===== src/rtl/pipe_stage_reg.sv =====
// Parametrised inter-stage pipeline register with valid/ready handshake, stop hold and flush.
// Optional macro PIPE_SKID_EN adds a second skid entry so that in_ready is driven from a flop.
module pipe_stage_reg #(
    parameter int unsigned     WIDTH    = 96,
    parameter logic [WIDTH-1:0] RST_DATA = '0
) (
    input  logic             clk,
    input  logic             rst,
    input  logic             in_valid,
    output logic             in_ready,
    input  logic [WIDTH-1:0] in_data,
    output logic             out_valid,
    input  logic             out_ready,
    output logic [WIDTH-1:0] out_data,
    input  logic             stop,
    input  logic             flush,
    output logic [1:0]       occupancy
);

    logic             main_valid_q, main_valid_d;
    logic [WIDTH-1:0] main_data_q,  main_data_d;
    logic [1:0]       occ_q,        occ_d;
    logic             accept;
    logic             drain;

    assign drain  = main_valid_q & out_ready & ~stop;
    assign accept = in_valid & in_ready;

`ifdef PIPE_SKID_EN
    logic             skid_valid_q, skid_valid_d;
    logic [WIDTH-1:0] skid_data_q,  skid_data_d;

    // Ready depends only on registered skid state, never on downstream signals.
    assign in_ready = ~skid_valid_q & ~rst & ~flush;

    // Next-state: main entry always holds the oldest payload, skid the younger one.
    always_comb begin
        main_valid_d = main_valid_q;
        main_data_d  = main_data_q;
        skid_valid_d = skid_valid_q;
        skid_data_d  = skid_data_q;
        if (flush) begin
            main_valid_d = 1'b0;
            main_data_d  = RST_DATA;
            skid_valid_d = 1'b0;
            skid_data_d  = RST_DATA;
        end else if (drain) begin
            if (skid_valid_q) begin
                main_data_d  = skid_data_q;
                skid_valid_d = 1'b0;
            end else if (accept) begin
                main_data_d  = in_data;
            end else begin
                main_valid_d = 1'b0;
            end
        end else if (accept) begin
            if (main_valid_q) begin
                skid_valid_d = 1'b1;
                skid_data_d  = in_data;
            end else begin
                main_valid_d = 1'b1;
                main_data_d  = in_data;
            end
        end
        occ_d = 2'(main_valid_d) + 2'(skid_valid_d);
    end

    always_ff @(posedge clk) begin
        if (rst) begin
            skid_valid_q <= 1'b0;
            skid_data_q  <= RST_DATA;
        end else begin
            skid_valid_q <= skid_valid_d;
            skid_data_q  <= skid_data_d;
        end
    end
`else
    // Single entry: a slot frees up in the same cycle the held payload drains.
    assign in_ready = ~flush & ~rst & (~main_valid_q | (out_ready & ~stop));

    always_comb begin
        main_valid_d = main_valid_q;
        main_data_d  = main_data_q;
        if (flush) begin
            main_valid_d = 1'b0;
            main_data_d  = RST_DATA;
        end else if (accept) begin
            main_valid_d = 1'b1;
            main_data_d  = in_data;
        end else if (drain) begin
            main_valid_d = 1'b0;
        end
        occ_d = 2'(main_valid_d);
    end
`endif

    always_ff @(posedge clk) begin
        if (rst) begin
            main_valid_q <= 1'b0;
            main_data_q  <= RST_DATA;
            occ_q        <= 2'd0;
        end else begin
            main_valid_q <= main_valid_d;
            main_data_q  <= main_data_d;
            occ_q        <= occ_d;
        end
    end

    assign out_valid = main_valid_q;
    assign out_data  = main_data_q;
    assign occupancy = occ_q;

endmodule


===== config.mk =====
export PLATFORM = sky130hd
export DESIGN_NAME = pipe_stage_reg
export DESIGN_NICKNAME = d
export VERILOG_FILES = /design/src/rtl/pipe_stage_reg.sv
export SDC_FILE = /design/constraint.sdc
export NUM_CORES = 1
export LEC_CHECK = 0
export BUFFER_PORTS_ARGS = -buffer_cell sky130_fd_sc_hd__buf_4
export CAP_MARGIN = 15
export CORE_ASPECT_RATIO = 0.5
export CORE_UTILIZATION = 30
export DETAILED_ROUTE_END_ITERATION = 8
export PLACE_DENSITY = 0.7
export SLEW_MARGIN = 0
export SYNTH_ARGS = -nofsm -noshare
export SYNTH_HDL_FRONTEND = slang
export SYNTH_SLANG_ARGS = --single-unit

===== constraint.sdc =====
create_clock -name clk -period 1.3 [get_ports clk]
set_clock_uncertainty 0.1 [all_clocks]
set_input_delay 0.13 -clock clk [delete_from_list [all_inputs] [get_ports clk]]
set_output_delay 0.13 -clock clk [all_outputs]
set_load 0.05 [all_outputs]

==> summary.txt, run 1 <==
Synthesized instance count = 416
Crit path required time = 1460 ps
Register area share after synthesis = 0.5094
Mux share of post-synthesis cell area = 0.2521
Worst-Skew Late Latency = 330 ps
Core Area = 12,090 sq um
Max Cap Viol = 0
Fin crit share = 1.127
Final WS setup = -164.8 ps
Synth-to-layout area growth = 83.07%
Largest family of logic cells by synthesized area = multiplexers
Mapped Nets = 518
Die X = 161.4 um
CP Class = reg -> reg
Effective utilization at floorplan = 0.3154
Post-synth cell types = 16
CP endpoint kind = register
FF+latch area = 1946 sq um
Initial antenna violation count = 0
Internal power = 5481 uW
Syn Std Cell Area = 3812 sq um
Layout Utilization = 0.5774
EDFF count, synth = 0
Adder-cell share of the synthesized area = 0
Combinational share of power = 0.202
DIE AREA = 13,190 sq um
Pwr Density = 1065 nW/um^2
PortBufs = 200
Antenna Nets Post-Route = 0
Count of state elements after synthesis = 97
Post-DR vias/cell = 4.173
DR DRC count = 0
Clk slew on worst S/H paths = 70 ps
Cells on worst reg2reg path = 7
Violations in the final reports = setup timing
Final Hold Fails = 0
Fmax = 0.6827 GHz
Top cells by area, synth = dfxtp_1, mux2i_1, inv_1
Register share of total power = 0.423
Routed vias = 3,706
Clock network power share = 0.374
Worst min-delay path class = in -> reg
Congestion Overflow GR = 0
CTS tree = built
Switching share of power = 0.2629
Placer's final routability congestion estimate = 0.7438
I/O Pins = 202
Vias in the first global route = 3,883
Syn Area/Cell = 9.164 sq um
CTS root buf = clkbuf_16
Outcome = finished, violations left
GRT Total Usage = 0.1720
Multi-input logic area = 1371 sq um
Die H = 81.71 um
Fillcell total = 992
Wire per inst = 13.27 um
Hold path depth = 4
Max IR drop VDD = 503.4 uV
CP Max Fanout = 7
Post-synthesis xor/xnor area fraction = 0
Post-synth top cells = dfxtp_1, inv_1, mux2i_1, nand2_1, clkbuf_1
NumNets Final = 820
Post-synthesis compound-gate area fraction = 0.003938
Area share of the largest cell type after synthesis = 0.5094
# clock sinks = 97
Dominant cell type by area after synthesis = dfxtp_1
Share of cells above drive strength 1 = 0.3264
CTS H-tree depth = 3
First-pass GRT wire length = 17.78 mm
Detailed placement HPWL = 7.001 mm
Final setup violation count = 86
Largest net degree at the start of global routing = 77
Drt pass-1 iters = 5
CTS Buffer Depth = 2
Worst setup SP type = register
Total clock buffers created by CTS = 9
Initial drt markers = 102
Leak Pwr = 0.004021 uW
Detailed-route wire length = 11.79 mm
FP Rows = 28
Diode count = 0
Top FF cell, synth = dfxtp_1
Worst EP arrival = 1620 ps
RSZ-0062 raised after global routing = yes
Most numerous cell in the Yosys netlist = dfxtp_1
NetSw = 1955 uW
Place WS = -209.8 ps
Post-synthesis simple-gate area fraction = 0.1014
Warnings from Yosys = 0
Final Critical Period = 1465 ps
Slew Limit Fails = 0
Async set or reset register ratio after synthesis = 0
## stage by stage
stage / hold slack [ps] / setup TNS [ps] / area, sq um / std cells / power (uW)
after global routing: 236.6 / -14040 / 6979 / 888 / 7738
final: 206.7 / -7372 / 6979 / 888 / 7436
after detailed placement: 252.0 / -15520 / 5499 / 766 / 4406
after global placement: 250.9 / -11240 / 5499 / 766 / 4390
after floorplan: 153.3 / -9630 / 3840 / 416 / 3918
after CTS: 120.8 / -12820 / 6907 / 884 / 7492
## metal layers
layer | share of wire | vias up | track usage
li1 | - | 1855 | -
met1 | 0.37 | 1724 | 0.1644
met2 | 0.57 | 94 | 0.3513
met3 | 0.030 | 33 | 0.03838
met4 | 0.034 | 0 | 0.09528
met5 | 0 | - | 0
## final cells by class
type,count,area share
timing repair buffer,314,0.3985
sequential,97,0.2788
multi-input combinational,199,0.1965
inverter,97,0.05217
clock buffer,10,0.03281
tap,165,0.02958
clock inverter,6,0.01165
## power groups by stage
stage | clock network, uW | registers [uW] | logic, uW
finish | 2780 | 3150 | 1500
global route | 3000 | 3160 | 1580
CTS | 2870 | 3150 | 1470
detailed placement | 0 | 3210 | 1190
global placement | 0 | 3210 | 1180
floorplan | 0 | 3610 | 307
## repair_timing
action / 4_1_cts / 5_1_grt
hold endpoints to repair: 97 / 0
pin swaps: 1 / 1
hold buffers: 97 / 0
setup buffers: 3 / 2
gates cloned: 3 / 3
resized for setup: 4 / 8
endpoints found under the setup margin: 97 / 97
## placed cells by master, fill, tap and decap left out
master           n
clkbuf_16       11
dfxtp_4          1
clkinv_2         3
o21a_1           1
inv_4            1
inv_2            1
nand2_1         96
nor2b_1          1
clkbuf_1         1
nor2_1           1
conb_1           1
nor2_4           1
nor3_2           1
buf_12           8
mux2i_1         96
buf_16           2
buf_4          204
inv_1           96
o211ai_1         1
dfxtp_1         96
clkbuf_8         1
dlygate4sd3_1   97
bufinv_16        2
## critical path, stage by stage (launching register included)
cell and delay (ps):
dfxtp_4 350, inv_2 40, o211ai_1 150, buf_4 170
buf_12 140, buf_12 120, buf_16 120, mux2i_1 190
## cells by family after synthesis
kind of cell / Yosys count
AO/OA/AOI/OAI: 2
buffers and inverters: 120
flip-flops: 97
multiplexers: 96
other: 1
AND/OR/NAND/NOR: 100
## path summary, 6_finish.rpt
check	startpoint	endpoint	slack, ps
min	stop	occupancy[0]	210
max reg2reg	occupancy[0]	out_data[47]	-160
max	occupancy[0]	out_data[47]	-160
min reg2reg	out_data[90]	out_data[90]	360
## flip-flops by register name, summed over array words and instances, names as in the netlist
| signal | count |
|---|---|
| occupancy | 1 |
| out_data | 96 |
Power figures use the tool's default switching activity.
==> run 2, diff against run 1 <==
==> constraint.sdc (replaced) <==
create_clock -name clk -period 1.3 [get_ports clk]
set_clock_uncertainty 0.1 [all_clocks]
set_input_delay 0.065 -clock clk [delete_from_list [all_inputs] [get_ports clk]]
set_output_delay 0.065 -clock clk [all_outputs]
set_load 0.05 [all_outputs]
==> summary.txt, run 2 (same netlist as run 1, synthesis figures left out) <==
Outcome = finished, violations left
Violations in the final reports = setup timing
Initial drt markers = 77 (-25%)
Effective utilization at floorplan = 0.3154 (unchanged)
CTS tree = built
Synth-to-layout area growth = 82.67%
Max IR drop VDD = 528.4 uV (+5.0%)
Drt pass-1 iters = 4 (-1)
Worst setup SP type = register
NumNets Final = 824 (+0.49%)
CTS Buffer Depth = 2 (unchanged)
Crit path required time = 1450 ps (about the same)
Layout Utilization = 0.5762 (-0.001243)
Setup tns final = -3201 ps (+4172 ps)
First-pass GRT wire length = 17.33 mm (-2.5%)
CP endpoint kind = register
Final Critical Period = 1398 ps (-66.35 ps)
Total clock buffers created by CTS = 9 (unchanged)
Initial antenna violation count = 0 (unchanged)
Max FFs per register = 96 (unchanged)
Slew @ Worst Pin = 517.2 ps
Commonest cells after routing, fill and taps aside = buf_4, dlygate4sd3_1, inv_1, nand2_1, dfxtp_1
Slew headroom = 0.6552
Clk slew on worst S/H paths = 60 ps (about the same)
Detailed placement HPWL = 7.307 mm (+4.4%)
Final Hold Fails = 0 (unchanged)
Final WS setup = -98.42 ps (+66.35 ps)
Final setup violation count = 93 (+8.1%)
Fillcell total = 982 (-1.0%)
Fin crit share = 1.076 (-0.05104)
Slew Limit Fails = 0 (unchanged)
DR DRC count = 0 (unchanged)
Congestion Overflow GR = 0 (unchanged)
Largest net degree at the start of global routing = 48 (-38%)
Placer's final routability congestion estimate = 0.7148 (-3.9%)
Routed vias = 3,749 (+1.2%)
Die H = 81.71 um (unchanged)
Wire per inst = 13.23 um (-0.32%)
CTS H-tree depth = 3 (unchanged)
FP Rows = 28 (unchanged)
Antenna Nets Post-Route = 0 (unchanged)
Max Cap Viol = 0 (unchanged)
DIE AREA = 13,190 sq um (unchanged)
Vias in the first global route = 3,773 (-2.8%)
Worst min-delay path class = in -> reg
Detailed-route wire length = 11.83 mm (+0.36%)
CP Max Fanout = 6 (-1)
Fmax = 0.7151 GHz (+4.7%)
Share of cells above drive strength 1 = 0.3315 (+0.005082)
RSZ-0062 raised after global routing = yes
CTS root buf = clkbuf_16
GRT Total Usage = 0.1696 (-0.002420)
I/O Pins = 202 (unchanged)
PortBufs = 200 (unchanged)
CP Class = reg -> reg
Die X = 161.4 um (unchanged)
Post-DR vias/cell = 4.194 (+0.48%)
Commonest non-fill, non-tap cell in the layout = buf_4
Core Area = 12,090 sq um (unchanged)
# clock sinks = 97 (unchanged)
Leak Pwr = 0.003994 uW (-0.66%)
Worst-Skew Late Latency = 330 ps (about the same)
Worst EP arrival = 1550 ps (-70 ps)
Pwr Density = 1036 nW/um^2 (-2.8%)
-- run 2: critical path: stages, from the launching register on --
cell,delay (ps)
dfxtp_4,350
inv_2,30
o211ai_1,150
buf_4,170
buf_6,150
buf_12,140
mux2i_2,220
-- run 2: report_power, final --
group | internal [uW] | switching, uW
Combinational | 713 | 787
Clock | 1460 | 1100
Sequential | 3090 | 61.7
-- run 2: cell type report --
class,instances,area (sq um),area share
antenna,2,5.005,0.0007186
clock buffer,14,275.3,0.03953
sequential,97,1946,0.2794
multi-input combinational,199,1383,0.1985
tap,165,206.4,0.02964
clock inverter,2,10.01,0.001437
inverter,97,364.1,0.05228
timing repair buffer,318,2775,0.3985
-- run 2: through the flow --
stage | total power (uW) | worst slack (ps) | hold WS (ps) | instance area (sq um) | cells
2_1_floorplan | 3918 | -116.5 | 88.29 | 3840 | 416
3_3_place_gp | 4402 | -72.37 | 186.0 | 5544 | 772
3_5_place_dp | 4419 | -142.0 | 191.1 | 5544 | 772
4_1_cts | 7280 | -130.5 | 51.23 | 6954 | 892
5_1_grt | 7493 | -152.9 | 69.62 | 6959 | 892
6_report | 7213 | -98.42 | 60.12 | 6964 | 894
-- run 2: final timing paths --
| check | to | depth (start not counted) | slack [ps] | start |
|---|---|---|---|---|
| worst max-delay path | out_data[74] | 6 | -100 | occupancy[0] |
| worst min-delay path | occupancy[0] | 4 | 60 | stop |
| worst max register to register | out_data[74] | 6 | -100 | occupancy[0] |
| worst min register to register | out_data[93] | 2 | 360 | out_data[93] |
-- run 2: repair_timing --
action,CTS,global route
setup buffers,5,0
pin swaps,1,1
resized for setup,8,5
hold endpoints to repair,97,0
gates cloned,2,3
endpoints found under the setup margin,96,97
hold buffers,97,0
-- run 2: routing by layer --
layer	share of wire	GRT usage	wire length (um)	up-vias
met5	0	0	0	-
met4	0.034	0.09245	405	0
met3	0.038	0.04343	446	31
met2	0.55	0.3397	6544	89
met1	0.37	0.1639	4429	1772
li1	-	-	-	1857
==> run 3, diff against run 2 <==
--- a/config.mk
+++ b/config.mk
@@ -10,6 +10,7 @@
 export CORE_ASPECT_RATIO = 0.5
 export CORE_UTILIZATION = 30
 export DETAILED_ROUTE_END_ITERATION = 8
+export GPL_TIMING_DRIVEN = 0
 export PLACE_DENSITY = 0.7
 export SLEW_MARGIN = 0
 export SYNTH_ARGS = -nofsm -noshare
==> summary.txt, run 3 (same netlist as run 1, synthesis figures left out) <==
Hold path start = stop
Clk slew on worst S/H paths = 60 ps (about the same)
Antenna Nets Post-Route = 0 (unchanged)
Leak Pwr = 0.004029 uW (+0.86%)
CP Max Fanout = 10 (+4)
Setup tns final = -7118 ps (-3917 ps)
Cells on worst reg2reg path = 6 (unchanged)
Synth-to-layout area growth = 83.75%
Post-DR vias/cell = 4.074 (-2.8%)
Commonest cells after routing, fill and taps aside = buf_4, dlygate4sd3_1, inv_1, nand2_1, dfxtp_1
Final cell count without fillers = 903 (+1.0%)
Final WS setup = -143.3 ps (-44.89 ps)
Final Critical Period = 1443 ps (+44.89 ps)
Outcome = finished, violations left
CTS tree = built
Hold path depth = 4 (unchanged)
Detailed placement HPWL = 7.353 mm (+0.63%)
FP Rows = 28 (unchanged)
Slew Limit Fails = 0 (unchanged)
DIE AREA = 13,190 sq um (unchanged)
Die X = 161.4 um (unchanged)
Worst setup SP type = register
Initial drt markers = 84 (+9.1%)
Worst hold slack = 78.07 ps (+17.95 ps)
RSZ-0062 raised after global routing = yes
Worst EP arrival = 1590 ps (+40 ps)
Effective utilization at floorplan = 0.3154 (unchanged)
CP Class = reg -> reg
I/O Pins = 202 (unchanged)
Placer's final routability congestion estimate = 0.7615 (+6.5%)
Fin crit share = 1.110 (+0.03453)
Largest net degree at the start of global routing = 14 (-71%)
CTS root buf = clkbuf_16
Internal power = 5134 uW (-2.5%)
Core Area = 12,090 sq um (unchanged)
Final setup violation count = 96 (+3.2%)
Commonest non-fill, non-tap cell in the layout = buf_4
CP dominant cell by count = buf_12
Placed cell count = 781 (+1.2%)
CP max stage cell = dfxtp_4
NetSw = 1890 uW (-3.0%)
Register share of total power = 0.448 (+0.011)
Pwr Density = 1003 nW/um^2 (-3.2%)
CTS H-tree depth = 3 (unchanged)
Max IR drop VDD = 670.2 uV (+27%)
Max FFs per register = 96 (unchanged)
Initial antenna violation count = 0 (unchanged)
Crit path required time = 1450 ps (about the same)
Combinational share of power = 0.215 (+0.007)
Fillcell total = 1,018 (+3.7%)
Routed vias = 3,679 (-1.9%)
First-pass GRT wire length = 17.00 mm (-1.9%)
Layout Utilization = 0.5796 (+0.003417)
CTS Buffer Depth = 2 (unchanged)
Diode count = 0 (-2)
Total clock buffers created by CTS = 9 (unchanged)
Final Hold Fails = 0 (unchanged)
DR DRC count = 0 (unchanged)
Vias in the first global route = 3,712 (-1.6%)
Wire per inst = 12.42 um (-6.1%)
Worst min-delay path class = in -> reg
CP endpoint kind = register
Fmax = 0.6929 GHz (-3.1%)
Die H = 81.71 um (unchanged)
PortBufs = 200 (unchanged)
Detailed-route wire length = 11.22 mm (-5.2%)
Violations in the final reports = setup timing
Reg2Reg Capture Point = out_data[43]
Crit-path max cell delay = 350 ps (about the same)
Clock network power share = 0.337 (-0.018)
Hold Path Sink = occupancy[0]
Max Cap Viol = 0 (unchanged)
NumNets Final = 838 (+1.7%)
Worst-Skew Late Latency = 330 ps (about the same)
GRT Total Usage = 0.1637 (-0.005827)
Congestion Overflow GR = 0 (unchanged)
Share of cells above drive strength 1 = 0.3279 (-0.003586)
# clock sinks = 97 (unchanged)
Switching share of power = 0.2691 (-0.001154)
Worst reg2reg path startpoint = occupancy[0]
Reg2reg setup slack = -140 ps (-40 ps)
Crit path cell chain = inv_2, o211ai_1, buf_4, buf_12, buf_12, mux2i_2
Drt pass-1 iters = 4 (unchanged)
[run 3: cell count changes in the layout (fill, tap and decap cells not counted), moves of 2 or more]
| cell | delta |
|---|---|
| buf_6 | -5 |
| buf_4 | +6 |
| diode_2 | -2 |
| buf_12 | +3 |
| mux2i_1 | +2 |
| clkbuf_1 | +8 |
| mux2i_2 | -2 |
[run 3: worst max-delay path by stage]
| stage | from | to | slack, ps | cells past startpoint |
|---|---|---|---|---|
| after global placement | rst | out_data[62] | -230 | 6 |
| after floorplan | occupancy[0] | out_data[42] | -120 | 6 |
| after CTS | occupancy[0] | out_data[42] | -110 | 6 |
| after global routing | occupancy[0] | out_data[43] | -230 | 6 |
| after detailed placement | rst | out_data[67] | -270 | 6 |
| final | occupancy[0] | out_data[43] | -140 | 6 |
[run 3: metrics by stage]
step / setup slack [ps] / cell area [sq um] / power (uW)
floorplan: -116.5 / 3840 / 3918
global placement: -226.5 / 5548 / 4399
detailed placement: -272.2 / 5548 / 4413
CTS: -112.4 / 6884 / 7053
global route: -230.6 / 7005 / 7311
finish: -143.3 / 7005 / 7023
[run 3: repair_timing]
action / 4_1_cts / 5_1_grt
buffers inserted: 6 / 5
endpoints found under the setup margin: 97 / 97
cloned: 0 / 2
hold buffers: 97 / 0
resized for setup: 18 / 13
endpoints found under the hold margin: 97 / 0
[run 3: per-layer routing]
metal / part of all wire / track usage / wire [um] / up-vias
li1: - / - / - / 1879
met1: 0.38 / 0.1643 / 4301 / 1698
met2: 0.56 / 0.3371 / 6324 / 81
met3: 0.032 / 0.03434 / 361 / 21
met4: 0.021 / 0.06509 / 230 / 0
met5: 0 / 0 / 0 / -
[run 3: cell type report]
cell class	instances	area, sq um	share of cell area
buffer	22	241.5	0.03447
multi-input combinational	199	1375	0.1963
timing repair buffer	310	2621	0.3742
clock buffer	12	246.5	0.03518
inverter	97	364.1	0.05197
clock inverter	1	5.005	0.0007144
tap	165	206.4	0.02947
sequential	97	1946	0.2777
[run 3: critical path, delay by kind of cell (launching register included)]
family	cells	cell delay, ps
buffers and inverters	4	510
flip-flops	1	350
multiplexers	1	210
AO/OA/AOI/OAI	1	170
[run 3: power by group through the flow]
stage / logic (uW) / registers, uW / clock network (uW)
CTS: 1480 / 3150 / 2430
global placement: 1190 / 3210 / 0
global route: 1600 / 3160 / 2560
detailed placement: 1200 / 3210 / 0
floorplan: 307 / 3610 / 0
finish: 1510 / 3150 / 2360
